==> src/rtl/execute_muldiv.sv <==
// execute_muldiv: iterative multiply/divide unit beside the execute-stage ALU.
// Owns HI/LO, runs MULT/MULTU/DIV/DIVU over DWIDTH+1 cycles, and serves
// MTHI/MTLO/MFHI/MFLO in a single cycle while idle.
//
//   state | meaning
//   ------+------------------------------------------------------------
//   IDLE  | no op in flight; MT/MF served, MULT/DIV accepted
//   CALC  | one shift-add / shift-subtract iteration per cycle
//   FIX   | sign correction, HI/LO write, done pulse

`ifndef OPCODE_WIDTH
`define OPCODE_WIDTH 6
`endif
`ifndef FUNCT_WIDTH
`define FUNCT_WIDTH 6
`endif
`ifndef RTYPE
`define RTYPE 6'h00
`endif

module execute_muldiv #(
   parameter int DWIDTH    = 32,
   parameter int CNT_WIDTH = $clog2(DWIDTH) + 1
) (
   input  logic                     md_clk,
   input  logic                     md_rst,
   input  logic                     md_i_ce,
   input  logic                     md_i_flush,
   input  logic [`OPCODE_WIDTH-1:0] md_i_opcode,
   input  logic [`FUNCT_WIDTH-1:0]  md_i_funct,
   input  logic [DWIDTH-1:0]        md_i_data_rs,
   input  logic [DWIDTH-1:0]        md_i_data_rt,
   output logic                     md_o_stall,
   output logic                     md_o_busy,
   output logic                     md_o_done,
   output logic [DWIDTH-1:0]        md_o_value,
   output logic                     md_o_ce,
   output logic [DWIDTH-1:0]        md_o_hi,
   output logic [DWIDTH-1:0]        md_o_lo
);

   localparam logic [`FUNCT_WIDTH-1:0] F_MFHI  = `FUNCT_WIDTH'('h10);
   localparam logic [`FUNCT_WIDTH-1:0] F_MTHI  = `FUNCT_WIDTH'('h11);
   localparam logic [`FUNCT_WIDTH-1:0] F_MFLO  = `FUNCT_WIDTH'('h12);
   localparam logic [`FUNCT_WIDTH-1:0] F_MTLO  = `FUNCT_WIDTH'('h13);
   localparam logic [`FUNCT_WIDTH-1:0] F_MULT  = `FUNCT_WIDTH'('h18);
   localparam logic [`FUNCT_WIDTH-1:0] F_MULTU = `FUNCT_WIDTH'('h19);
   localparam logic [`FUNCT_WIDTH-1:0] F_DIV   = `FUNCT_WIDTH'('h1A);
   localparam logic [`FUNCT_WIDTH-1:0] F_DIVU  = `FUNCT_WIDTH'('h1B);

   localparam logic [CNT_WIDTH-1:0] CNT_LAST = CNT_WIDTH'(DWIDTH - 1);

   typedef enum logic [1:0] {
      IDLE = 2'd0,
      CALC = 2'd1,
      FIX  = 2'd2
   } state_t;

   state_t                  state_q, state_d;
   logic [CNT_WIDTH-1:0]    cnt_q, cnt_d;
   // Multiply: {partial product high, multiplier/product low}.
   // Divide:   {partial remainder, dividend shifting into quotient}.
   logic [2*DWIDTH-1:0]     acc_q, acc_d;
   // Multiplicand magnitude for multiply, divisor magnitude for divide.
   logic [DWIDTH-1:0]       opa_q, opa_d;
   logic                    is_div_q, is_div_d;
   logic                    neg_lo_q, neg_lo_d;
   logic                    neg_hi_q, neg_hi_d;
   logic                    div_zero_q, div_zero_d;
   logic [DWIDTH-1:0]       hi_q, hi_d;
   logic [DWIDTH-1:0]       lo_q, lo_d;
   logic [DWIDTH-1:0]       value_q, value_d;
   logic                    oce_q, oce_d;
   logic                    done_q, done_d;
   logic                    busy_q, busy_d;

   logic                    is_mfhi, is_mthi, is_mflo, is_mtlo;
   logic                    is_mul_op, is_div_op, is_signed_op, is_md;
   logic                    req, accept;
   logic                    sign_rs, sign_rt;
   logic [DWIDTH-1:0]       mag_rs, mag_rt;

   logic [DWIDTH:0]         mul_sum;
   logic [DWIDTH:0]         div_shift;
   logic [DWIDTH:0]         div_diff;
   logic [2*DWIDTH-1:0]     prod;
   logic [DWIDTH-1:0]       quot, rem;

   assign is_mfhi      = (md_i_funct == F_MFHI);
   assign is_mthi      = (md_i_funct == F_MTHI);
   assign is_mflo      = (md_i_funct == F_MFLO);
   assign is_mtlo      = (md_i_funct == F_MTLO);
   assign is_mul_op    = (md_i_funct == F_MULT) | (md_i_funct == F_MULTU);
   assign is_div_op    = (md_i_funct == F_DIV)  | (md_i_funct == F_DIVU);
   assign is_signed_op = (md_i_funct == F_MULT) | (md_i_funct == F_DIV);
   assign is_md        = is_mul_op | is_div_op;

   // Stall depends only on control inputs and busy, never on operands.
   assign req        = md_i_ce & (md_i_opcode == `RTYPE) &
                       (is_md | is_mfhi | is_mthi | is_mflo | is_mtlo);
   assign md_o_stall = req & busy_q & ~md_i_flush;
   assign accept     = req & ~busy_q & ~md_i_flush;

   assign sign_rs = is_signed_op & md_i_data_rs[DWIDTH-1];
   assign sign_rt = is_signed_op & md_i_data_rt[DWIDTH-1];
   assign mag_rs  = sign_rs ? (~md_i_data_rs + 1'b1) : md_i_data_rs;
   assign mag_rt  = sign_rt ? (~md_i_data_rt + 1'b1) : md_i_data_rt;

   // Next-state, iteration datapath and HI/LO/MF result selection.
   always_comb begin
      state_d    = state_q;
      cnt_d      = cnt_q;
      acc_d      = acc_q;
      opa_d      = opa_q;
      is_div_d   = is_div_q;
      neg_lo_d   = neg_lo_q;
      neg_hi_d   = neg_hi_q;
      div_zero_d = div_zero_q;
      hi_d       = hi_q;
      lo_d       = lo_q;
      value_d    = value_q;
      oce_d      = 1'b0;
      done_d     = 1'b0;
      mul_sum    = '0;
      div_shift  = '0;
      div_diff   = '0;
      prod       = '0;
      quot       = '0;
      rem        = '0;

      unique case (state_q)
         IDLE: begin
            if (accept) begin
               if (is_md) begin
                  state_d    = CALC;
                  cnt_d      = '0;
                  is_div_d   = is_div_op;
                  neg_lo_d   = sign_rs ^ sign_rt;
                  neg_hi_d   = is_div_op ? sign_rs : (sign_rs ^ sign_rt);
                  div_zero_d = is_div_op & (md_i_data_rt == '0);
                  if (is_div_op) begin
                     acc_d = {{DWIDTH{1'b0}}, mag_rs};
                     opa_d = mag_rt;
                  end else begin
                     acc_d = {{DWIDTH{1'b0}}, mag_rt};
                     opa_d = mag_rs;
                  end
               end
               if (is_mthi) hi_d = md_i_data_rs;
               if (is_mtlo) lo_d = md_i_data_rs;
               if (is_mfhi) begin
                  value_d = hi_q;
                  oce_d   = 1'b1;
               end
               if (is_mflo) begin
                  value_d = lo_q;
                  oce_d   = 1'b1;
               end
            end
         end
         CALC: begin
            cnt_d = cnt_q + CNT_WIDTH'(1);
            if (is_div_q) begin
               // Restoring step: keep the difference only when it is non-negative.
               div_shift = {acc_q[2*DWIDTH-1:DWIDTH], acc_q[DWIDTH-1]};
               div_diff  = div_shift - {1'b0, opa_q};
               if (!div_diff[DWIDTH]) begin
                  acc_d = {div_diff[DWIDTH-1:0], acc_q[DWIDTH-2:0], 1'b1};
               end else begin
                  acc_d = {div_shift[DWIDTH-1:0], acc_q[DWIDTH-2:0], 1'b0};
               end
            end else begin
               // Add multiplicand into the high half when the multiplier LSB is set, then shift right.
               mul_sum = {1'b0, acc_q[2*DWIDTH-1:DWIDTH]} +
                         {1'b0, (acc_q[0] ? opa_q : {DWIDTH{1'b0}})};
               acc_d   = {mul_sum, acc_q[DWIDTH-1:1]};
            end
            if (cnt_q == CNT_LAST) state_d = FIX;
         end
         FIX: begin
            if (is_div_q) begin
               quot = neg_lo_q ? (~acc_q[DWIDTH-1:0] + 1'b1) : acc_q[DWIDTH-1:0];
               rem  = neg_hi_q ? (~acc_q[2*DWIDTH-1:DWIDTH] + 1'b1)
                               : acc_q[2*DWIDTH-1:DWIDTH];
               // A zero divisor leaves |rs| as remainder; the sign fix restores rs exactly.
               lo_d = div_zero_q ? {DWIDTH{1'b1}} : quot;
               hi_d = rem;
            end else begin
               prod = neg_lo_q ? (~acc_q + 1'b1) : acc_q;
               lo_d = prod[DWIDTH-1:0];
               hi_d = prod[2*DWIDTH-1:DWIDTH];
            end
            done_d  = 1'b1;
            state_d = IDLE;
         end
         default: state_d = IDLE;
      endcase

      // Flush abandons any in-flight op without touching HI/LO.
      if (md_i_flush) begin
         state_d = IDLE;
         hi_d    = hi_q;
         lo_d    = lo_q;
         value_d = value_q;
         oce_d   = 1'b0;
         done_d  = 1'b0;
      end

      busy_d = (state_d != IDLE);
   end

   // FSM state register.
   always_ff @(posedge md_clk or posedge md_rst) begin
      if (md_rst) state_q <= IDLE;
      else        state_q <= state_d;
   end

   // Datapath, architectural HI/LO and registered outputs.
   always_ff @(posedge md_clk or posedge md_rst) begin
      if (md_rst) begin
         cnt_q      <= '0;
         acc_q      <= '0;
         opa_q      <= '0;
         is_div_q   <= 1'b0;
         neg_lo_q   <= 1'b0;
         neg_hi_q   <= 1'b0;
         div_zero_q <= 1'b0;
         hi_q       <= '0;
         lo_q       <= '0;
         value_q    <= '0;
         oce_q      <= 1'b0;
         done_q     <= 1'b0;
         busy_q     <= 1'b0;
      end else begin
         cnt_q      <= cnt_d;
         acc_q      <= acc_d;
         opa_q      <= opa_d;
         is_div_q   <= is_div_d;
         neg_lo_q   <= neg_lo_d;
         neg_hi_q   <= neg_hi_d;
         div_zero_q <= div_zero_d;
         hi_q       <= hi_d;
         lo_q       <= lo_d;
         value_q    <= value_d;
         oce_q      <= oce_d;
         done_q     <= done_d;
         busy_q     <= busy_d;
      end
   end

   assign md_o_busy  = busy_q;
   assign md_o_done  = done_q;
   assign md_o_value = value_q;
   assign md_o_ce    = oce_q;
   assign md_o_hi    = hi_q;
   assign md_o_lo    = lo_q;

endmodule
==> config.mk <==
export PLATFORM = sky130hd
export DESIGN_NAME = execute_muldiv
export DESIGN_NICKNAME = d
export VERILOG_FILES = /design/src/rtl/execute_muldiv.sv
export SDC_FILE = /design/constraint.sdc
export NUM_CORES = 1
export LEC_CHECK = 0
export ABC_CLOCK_PERIOD_IN_PS = 7800
export CAP_MARGIN = 20
export CORE_ASPECT_RATIO = 0.8
export CORE_UTILIZATION = 58
export CTS_CLUSTER_DIAMETER = 60
export DETAILED_ROUTE_END_ITERATION = 16
export GPL_TIMING_DRIVEN = 1
export PLACE_DENSITY = 0.82
export SKIP_CTS_REPAIR_TIMING = 1
export SLEW_MARGIN = 20
export SYNTH_ARGS = -nofsm -noshare
export SYNTH_HDL_FRONTEND = slang
export SYNTH_SLANG_ARGS = --single-unit
==> constraint.sdc <==
create_clock -name md_clk -period 7.8 [get_ports md_clk]
set_input_delay 0.78 -clock md_clk [delete_from_list [all_inputs] [get_ports md_clk]]
set_output_delay 0.78 -clock md_clk [all_outputs]
set_load 0.01 [all_outputs]
==> results of run 1 <==
placed cells by master (no fill, tap or decap), drive strengths merged, types with 62 or more instances in the layout:
cell type and count:
a21oi 169, clkdlybuf4s50 179, dfrtp 207, ha 69
inv 62, mux2i 79, nand2 260, nor2 215
o21ai 259, xnor2 92, xor2 80
routing by layer:
metal / up-vias / track usage (%)
met5: - / 0
met4: 0 / 12.5
met3: 113 / 6.86
met2: 942 / 55.9
met1: 7744 / 56.2
li1: 7500 / -
area by class of cell:
class / count / area [um^2] / area share [%]
Inverter: 61 / 236 / 1.25
Antenna cell: 1 / 2.50 / 0.0132
Multi-Input combinational cell: 1656 / 10300 / 54.4
Sequential cell: 207 / 5180 / 27.3
Clock inverter: 11 / 128 / 0.673
Timing Repair Buffer: 196 / 1960 / 10.3
Clock buffer: 33 / 686 / 3.62
Tap cell: 364 / 455 / 2.40
power by group:
group          switching (W)  internal [W]  leakage (nW)  total [W]
logic                0.00240       0.00160          4.91    0.00400
registers           0.000528       0.00134          2.71    0.00187
clock network       0.000485      0.000686         0.389    0.00117
cell families (layout without fill, tap and decap cells):
kind of cell,Yosys count,count (layout),synth area share (%)
AOI/OAI and AO/OA,667,667,24.9
adders and majority gates,71,71,5.59
other,0,1,0
buffers and inverters,187,301,4.44
xor gates and xnor gates,172,172,9.33
muxes,84,84,5.24
and+or+nand+nor,662,662,18.5
DFF,207,207,32.1
stage by stage:
step | utilization (%) | setup slack [ns]
after floorplan | - | 1.37
after global placement | 66.2 | 3.69
after detailed placement | 66.2 | 3.58
after CTS | 69.2 | 3.59
after global routing | 69.5 | 3.18
final | 69.5 | 3.44
registers in the layout, indices dropped and copies added, names as in the netlist:
name and cells:
div_zero_q 1, md_o_lo 32, md_o_value 32, state_q 2, opa_q 32, md_o_ce 1, md_o_done 1, neg_hi_q 1
neg_lo_q 1, md_o_hi 32, cnt_q 6, is_div_q 1, acc_q 64, md_o_busy 1
final timing paths:
kind | slack (ns) | endpoint | cells after the start | start
max in group asynchronous | 5.38 | md_o_value[5] | 4 | md_rst
min | 0.48 | md_o_value[8] | 2 | md_o_value[8]
max reg2reg | 3.44 | acc_q[63] | 11 | acc_q[32]
min in group asynchronous | 0.61 | cnt_q[2] | 2 | md_rst
min reg2reg | 0.48 | md_o_value[8] | 2 | md_o_value[8]
max | 3.44 | acc_q[63] | 11 | acc_q[32]
worst max-delay path: stages, from the launching register on:
cell and delay [ns]:
dfrtp_1 0.62, ha_1 0.31, nor2b_1 0.14, o31ai_1 0.36
a21oi_1 0.24, a222oi_1 0.75, o31ai_1 0.35, a31oi_1 0.46
o211ai_1 0.25, and3_1 0.24, a311oi_1 0.32, a221oi_1 0.15
==> flow_summary.json, run 1 <==
{
  "status": "finished, final reports clean",
  "layout.nets": 2297,
  "postSynth.asyncResetShare_pct": 100,
  "critPathLaunchType": "register",
  "syn-cell-area_um2": 16200,
  "die_y_um": 151,
  "holdWs_ns": 0.483,
  "h-tree-depth": 1,
  "p_leak_nw": 8.00,
  "grt_usage_pct": 38.0,
  "path_clk_slew_ns": 0.07,
  "power_density_nw_per_um2": 372,
  "cts_buffers": 24,
  "synth_commonest_cells": "nand2_1, nor2_1, dfrtp_1",
  "hpwl_mm": 41.2,
  "syn_inst": 2050,
  "yosysTopAreaCell": "dfrtp_1",
  "std_cell_rows": 54,
  "clock_latency_ns": 0.53,
  "finalHoldViolations": 0,
  "placed_cell_area_um2": 18100,
  "yosysWarnings": 0,
  "grt_pass1_wl_mm": 84.8,
  "hold_class": "reg -> reg",
  "postLayoutCellArea_um2": 19000,
  "clock_sinks": 207,
  "routedWlPerCell_um": 21.6,
  "via_count": 16300,
  "met2_length_mm": 22.5,
  "grt_overflow": 0,
  "fin_skew_ns": 0.0220,
  "p_total_w": 0.00705,
  "fmax_ghz": 0.229,
  "peakVddDrop_mv": 0.263,
  "dr.pass1.iters": 6,
  "antenna_found_initial": 1,
  "drc_errors": 0,
  "fin_crit_sh_pct": 55.9,
  "die_area_um2": 28500,
  "clk_path_buf_depth": 3,
  "dr_wl_met3_mm": 6.09,
  "drive_above_1_share_pct": 4.53,
  "drt-initial-drc-count": 2018,
  "finalMaxSlewViolations": 0,
  "grt_start_max_net_pins": 136,
  "syn_avg_cell_area_um2": 7.88,
  "slew_headroom_pct": 28.9,
  "place.port_buffers": 179,
  "ctsRootBufferMaster": "clkbuf_16",
  "viasPerCell": 6.44,
  "detail-route-antenna-nets": 0,
  "worst_pin_slew_ns": 1.06,
  "dp.cells": 2482,
  "ioPinCount": 180,
  "cts_tree": "yes",
  "grt_pass1_vias": 15000,
  "synth_edf_count": 0,
  "worstPathMaxFanout": 9,
  "start_util_pct": 59.2,
  "maxCapViolCount": 0,
  "critPathArrivalTime_ns": 4.73,
  "setup-violations-final": 0,
  "fin_setup_tns_ns": 0,
  "yosys.cell_count.top_type": "nand2_1",
  "yosysSeqAreaShare_pct": 32.1,
  "synth-seq-cells": 207,
  "area_growth_pct": 17.4,
  "fillCellCount": 2252,
  "cp-end-kind": "register",
  "top_layer": "met4",
  "drt-met1-wl_mm": 24.2,
  "finalNonFillerCells": 2529,
  "synthFlopType": "dfrtp_1",
  "chipWidth_um": 189,
  "cp.required_ns": 8.17,
  "yosysTopAreaCellShare_pct": 32.1,
  "gp_congestion": 0.992,
  "yosys-top-cells-area": "dfrtp_1, nand2_1, o21ai_0",
  "rsz0062_at_grt": "no",
  "fin_crit_ns": 4.36,
  "fp.coreArea_um2": 27300,
  "wirelength_mm": 54.6,
  "setup.worst_path.class": "reg -> reg",
  "synth_nets": 2201,
  "ys_types": 77
}
No activity file was read; power rests on OpenSTA's default activity.
==> run 2: changes to the inputs <==
ABC_CLOCK_PERIOD_IN_PS = 3600   (was 7800)
CORE_UTILIZATION = 53   (was 58)
PLACE_DENSITY = 0.79   (was 0.82)
clock period = 3.6 ns   (was 7.8 ns; I/O delays follow)
==> flow_summary.json, run 2 (synthesis results as in run 1) <==
{
  "cp-endpoint": "acc_q[59]",
  "clk_path_buf_depth": 3,
  "setup_slack_ns": 0.155,
  "p_leak_nw": 8.66,
  "holdWs_ns": 0.340,
  "setup.worst_path.class": "reg -> reg",
  "busiest_layer": "met2",
  "chipWidth_um": 197,
  "slew_headroom_pct": 32.1,
  "use_met2_pct": 54.3,
  "worst_pin_slew_ns": 1.02,
  "cp_num_cells": 16,
  "peakVddDrop_mv": 0.561,
  "clock_sinks": 207,
  "cp-end-kind": "register",
  "fillCellCount": 2496,
  "setup-violations-final": 0,
  "num_antenna_cells": 0,
  "rr_worst_depth": 16,
  "rsz0062_at_grt": "yes",
  "cell_internal_pwr_w": 0.00885,
  "routedWlPerCell_um": 21.3,
  "viasPerCell": 6.25,
  "switching_share_pct": 47.0,
  "std_cell_rows": 56,
  "p_sw_w": 0.00783,
  "status": "finished, final reports clean",
  "drc_errors": 0,
  "critPathLaunchType": "register",
  "hpwl_mm": 44.0,
  "path_clk_slew_ns": 0.06,
  "layout_commonest_cell": "nand2_1",
  "dr.pass1.iters": 6,
  "place.port_buffers": 179,
  "fin_crit_sh_pct": 95.7,
  "gp_congestion": 1.03,
  "r2r_slack_ns": 0.16,
  "cts_buffers": 24,
  "fin_crit_ns": 3.44,
  "finalHoldViolations": 0,
  "finish.utilization_pct": 67.7,
  "ctsRootBufferMaster": "clkbuf_16",
  "grt_usage_pct": 36.7,
  "layout.nets": 2427,
  "cp.required_ns": 3.99,
  "wirelength_mm": 57.6,
  "comb_power_share_pct": 62.9,
  "cp_top_family": "compound AO/OA/AOI/OAI gates",
  "grtUsageMet3_pct": 8.37,
  "path_cells": "inv_1 -> ha_2 -> inv_1 -> fa_1 -> a211oi_2 -> o21bai_1 -> o2bb2ai_2 -> a211oi_2 -> buf_4 -> or3_4 -> nand2_1 -> o211ai_1 -> buf_4 -> buf_12 -> mux2i_1 -> o221ai_1",
  "seqPwrFrac_pct": 21.9,
  "startpoint": "acc_q[31]",
  "p_total_w": 0.0167,
  "start_util_pct": 54.5,
  "cpPeakStageDelay_ns": 0.39,
  "crit_buf_inv": 5,
  "layout_common_cells": "nand2_1, nor2_1, dfrtp_1",
  "use_met1_pct": 53.2,
  "cts_tree": "yes",
  "rr_startpoint": "acc_q[31]",
  "largest_reg_flops": 64,
  "dpl_worst_slack_ns": 0.0406,
  "h-tree-depth": 1,
  "grt_overflow": 0,
  "grt_start_max_net_pins": 132,
  "maxCapViolCount": 0,
  "via_count": 16900,
  "regMostFlops": "acc_q",
  "hold_class": "in -> async",
  "power_density_nw_per_um2": 831,
  "ioPinCount": 180,
  "fp.coreArea_um2": 29600,
  "grt_pass1_vias": 15600,
  "fmax_ghz": 0.290,
  "die_area_um2": 31200,
  "drt-initial-drc-count": 2050,
  "grt_pass1_wl_mm": 88.4,
  "fin_skew_ns": 0.0242,
  "detail-route-antenna-nets": 0,
  "finalMaxSlewViolations": 0,
  "die_y_um": 158,
  "clock_latency_ns": 0.55,
  "worstPathMaxFanout": 17,
  "area_growth_pct": 24.3,
  "clkPwrFrac_pct": 15.2,
  "r2r_end": "acc_q[59]",
  "critPathArrivalTime_ns": 3.83,
  "drive_above_1_share_pct": 10.5,
  "worst_path_max_delay_cell": "dfrtp_1",
  "antenna_found_initial": 0
}
run 2: changes by cell type in the layout (fill, tap and decap cells not counted), moves of 2 or more:
| cell | previous run | this run |
|---|---|---|
| buf_16 | 2 | 0 |
| o31ai_2 | 1 | 3 |
| clkinv_2 | 2 | 7 |
| buf_12 | 0 | 6 |
| o31ai_1 | 27 | 25 |
| clkbuf_1 | 5 | 1 |
| buf_4 | 15 | 140 |
| a211oi_2 | 0 | 3 |
| a211oi_1 | 19 | 16 |
run 2: how the worst min path moves through the flow:
stage | depth (start not counted) | endpoint | slack (ns) | from
floorplan | 1 | state_q[1] | 0.43 | md_i_flush
global placement | 2 | md_o_value[31] | 0.46 | md_o_value[31]
detailed placement | 2 | md_o_value[28] | 0.47 | md_o_value[28]
CTS | 3 | acc_q[6] | 0.44 | md_rst
global route | 3 | acc_q[6] | 0.47 | md_rst
finish | 3 | acc_q[8] | 0.34 | md_rst
run 2: worst min-delay path: stages:
cell             delay [ns]
clkdlybuf4s50_1        0.44
clkinvlp_4             0.10
buf_12                 0.46
run 2: layer usage:
| layer | wire length, um | part of all wire [%] |
|---|---|---|
| met2 | 23800 | 41 |
| met3 | 6680 | 12 |
| met4 | 1740 | 3.0 |
| met5 | 0 | 0 |
| met1 | 25300 | 44 |
run 2: metrics by stage:
stage                     instance area (um^2)  TNS [ns]  instances
after floorplan                          16200         0       2050
after global placement                   19200         0       2654
after detailed placement                 19200         0       2654
after CTS                                20000         0       2698
after global routing                     20100   -0.0101       2700
final                                    20100         0       2700
run 2: final cells by class:
cell class                 instances  area, um^2  area share (%)
clock buffer                      27         632            3.15
timing repair buffer             326        2990            14.9
inverter                          61         233            1.16
multi-input combinational       1656       10400            51.6
clock inverter                    17         175           0.873
sequential                       207        5180            25.8
tap                              406         508            2.53
run 2: power by group through the flow:
stage                     Sequential (W)  Combinational, W  Clock, W
after floorplan                  0.00346           0.00672         0
after global placement           0.00363           0.00971         0
after detailed placement         0.00366           0.00994         0
after CTS                        0.00362            0.0100   0.00254
after global routing             0.00371            0.0114   0.00262
final                            0.00366            0.0105   0.00254
==> run 3: changes to the inputs <==
CAP_MARGIN = unset   (was 20)
MAX_ROUTING_LAYER = met4   (was unset)
==> flow_summary.json, run 3 (synthesis results as in run 1) <==
{
  "holdWs_ns": 0.152,
  "layout.nets": 2427,
  "start_util_pct": 54.5,
  "hold_class": "in -> async",
  "peakVddDrop_mv": 0.724,
  "grt_pass1_wl_mm": 88.3,
  "layout_commonest_cell": "nand2_1",
  "dpl_worst_slack_ns": -0.0826,
  "place.port_buffers": 179,
  "clk_path_buf_depth": 3,
  "finish.utilization_pct": 67.9,
  "area_growth_pct": 24.5,
  "maxCapViolCount": 0,
  "finalNonFillerCells": 2702,
  "ctsRootBufferMaster": "clkbuf_16",
  "die_area_um2": 31200,
  "drive_above_1_share_pct": 10.4,
  "ioPinCount": 180,
  "grt_start_max_net_pins": 84,
  "viasPerCell": 6.27,
  "largest_reg_flops": 64,
  "fmax_ghz": 0.287,
  "cp.required_ns": 3.98,
  "dr.pass1.iters": 6,
  "grt_pass1_vias": 15400,
  "critPathLaunchType": "register",
  "h-tree-depth": 1,
  "status": "finished, final reports clean",
  "drt-initial-drc-count": 2086,
  "fin_setup_tns_ns": 0,
  "power_density_nw_per_um2": 837,
  "p_leak_nw": 8.67,
  "grt_usage_pct": 37.7,
  "grt_overflow": 0,
  "r2r_slack_ns": 0.11,
  "setup_slack_ns": 0.114,
  "path_clk_slew_ns": 0.07,
  "regMostFlops": "acc_q",
  "antenna_found_initial": 1,
  "fillCellCount": 2497,
  "cp-end-kind": "register",
  "fin_crit_ns": 3.49,
  "fin_skew_ns": 0.0214,
  "dp.cells": 2650,
  "hpwl_mm": 44.0,
  "std_cell_rows": 56,
  "worstPathMaxFanout": 14,
  "chipWidth_um": 197,
  "cts_buffers": 26,
  "setup.worst_path.class": "reg -> reg",
  "clock_latency_ns": 0.56,
  "via_count": 16900,
  "slew_headroom_pct": 30.3,
  "drc_errors": 0,
  "layout_common_cells": "nand2_1, nor2_1, dfrtp_1",
  "worst_pin_slew_ns": 1.04,
  "clock_sinks": 207,
  "routedWlPerCell_um": 21.4,
  "fp.coreArea_um2": 29600,
  "gp_congestion": 1.01,
  "wirelength_mm": 57.8,
  "finalHoldViolations": 0,
  "finalMaxSlewViolations": 0,
  "setup-violations-final": 0,
  "fin_crit_sh_pct": 96.8,
  "die_y_um": 158,
  "cts_tree": "yes",
  "critPathArrivalTime_ns": 3.86,
  "detail-route-antenna-nets": 0
}
## run 3: changes by cell type in the layout (fill, tap and decap cells not counted), sizes merged
cell	delta
buf	-2
inv	+1
bufinv	-1
clkbuf	+6
clkinv	-3
diode	+1
## run 3: through the flow
step | power (W) | cell area (um^2)
CTS | 0.0162 | 20000
global placement | 0.0134 | 19200
floorplan | 0.0102 | 16200
finish | 0.0168 | 20100
global route | 0.0179 | 20100
detailed placement | 0.0136 | 19200
## run 3: report_power, final
part | internal [W] | switching, W | total [W]
Clock | 0.00146 | 0.00113 | 0.00259
Sequential | 0.00292 | 0.000713 | 0.00363
Combinational | 0.00456 | 0.00604 | 0.0106
## run 3: metal layers
layer  global-route usage (%)  up-vias  wire length [um]
li1                         -     7763                 -
met1                     54.4     8047             25400
met2                     53.4     1004             23700
met3                     6.43      128              6700
met4                     12.1        0              2020
met5                        -        -                 0
## run 3: final cells by class
type	instances	area [um^2]	area share (%)
multi-input cells	1656	10300	51.4
flip-flops and latches	207	5180	25.8
repair buffers	324	3020	15.0
clock buffers	33	697	3.47
well taps	406	508	2.53
inverters	61	233	1.16
clock inverters	14	130	0.647
diodes	1	2.50	0.0124
## run 3: worst paths after layout
check	from	endpoint	cells past startpoint
worst min register to register	md_o_value[31]	md_o_value[31]	2
min in group md_clk	md_o_value[31]	md_o_value[31]	2
worst min-delay path	md_rst	md_o_value[12]	2
worst max-delay path	acc_q[31]	acc_q[51]	17
worst max register to register	acc_q[31]	acc_q[51]	17
max in group asynchronous	md_rst	is_div_q	3
## run 3: critical path: stages (launching register included)
cell	delay [ns]
dfrtp_1	0.38
inv_1	0.11
ha_2	0.21
inv_1	0.06
fa_2	0.34
a211oi_2	0.21
o21bai_1	0.15
o2bb2ai_2	0.18
a211oi_2	0.23
buf_4	0.16
or3_4	0.13
nand2_1	0.07
o211ai_1	0.35
buf_4	0.22
buf_8	0.19
nor2_1	0.06
a21oi_1	0.12
o221ai_1	0.13
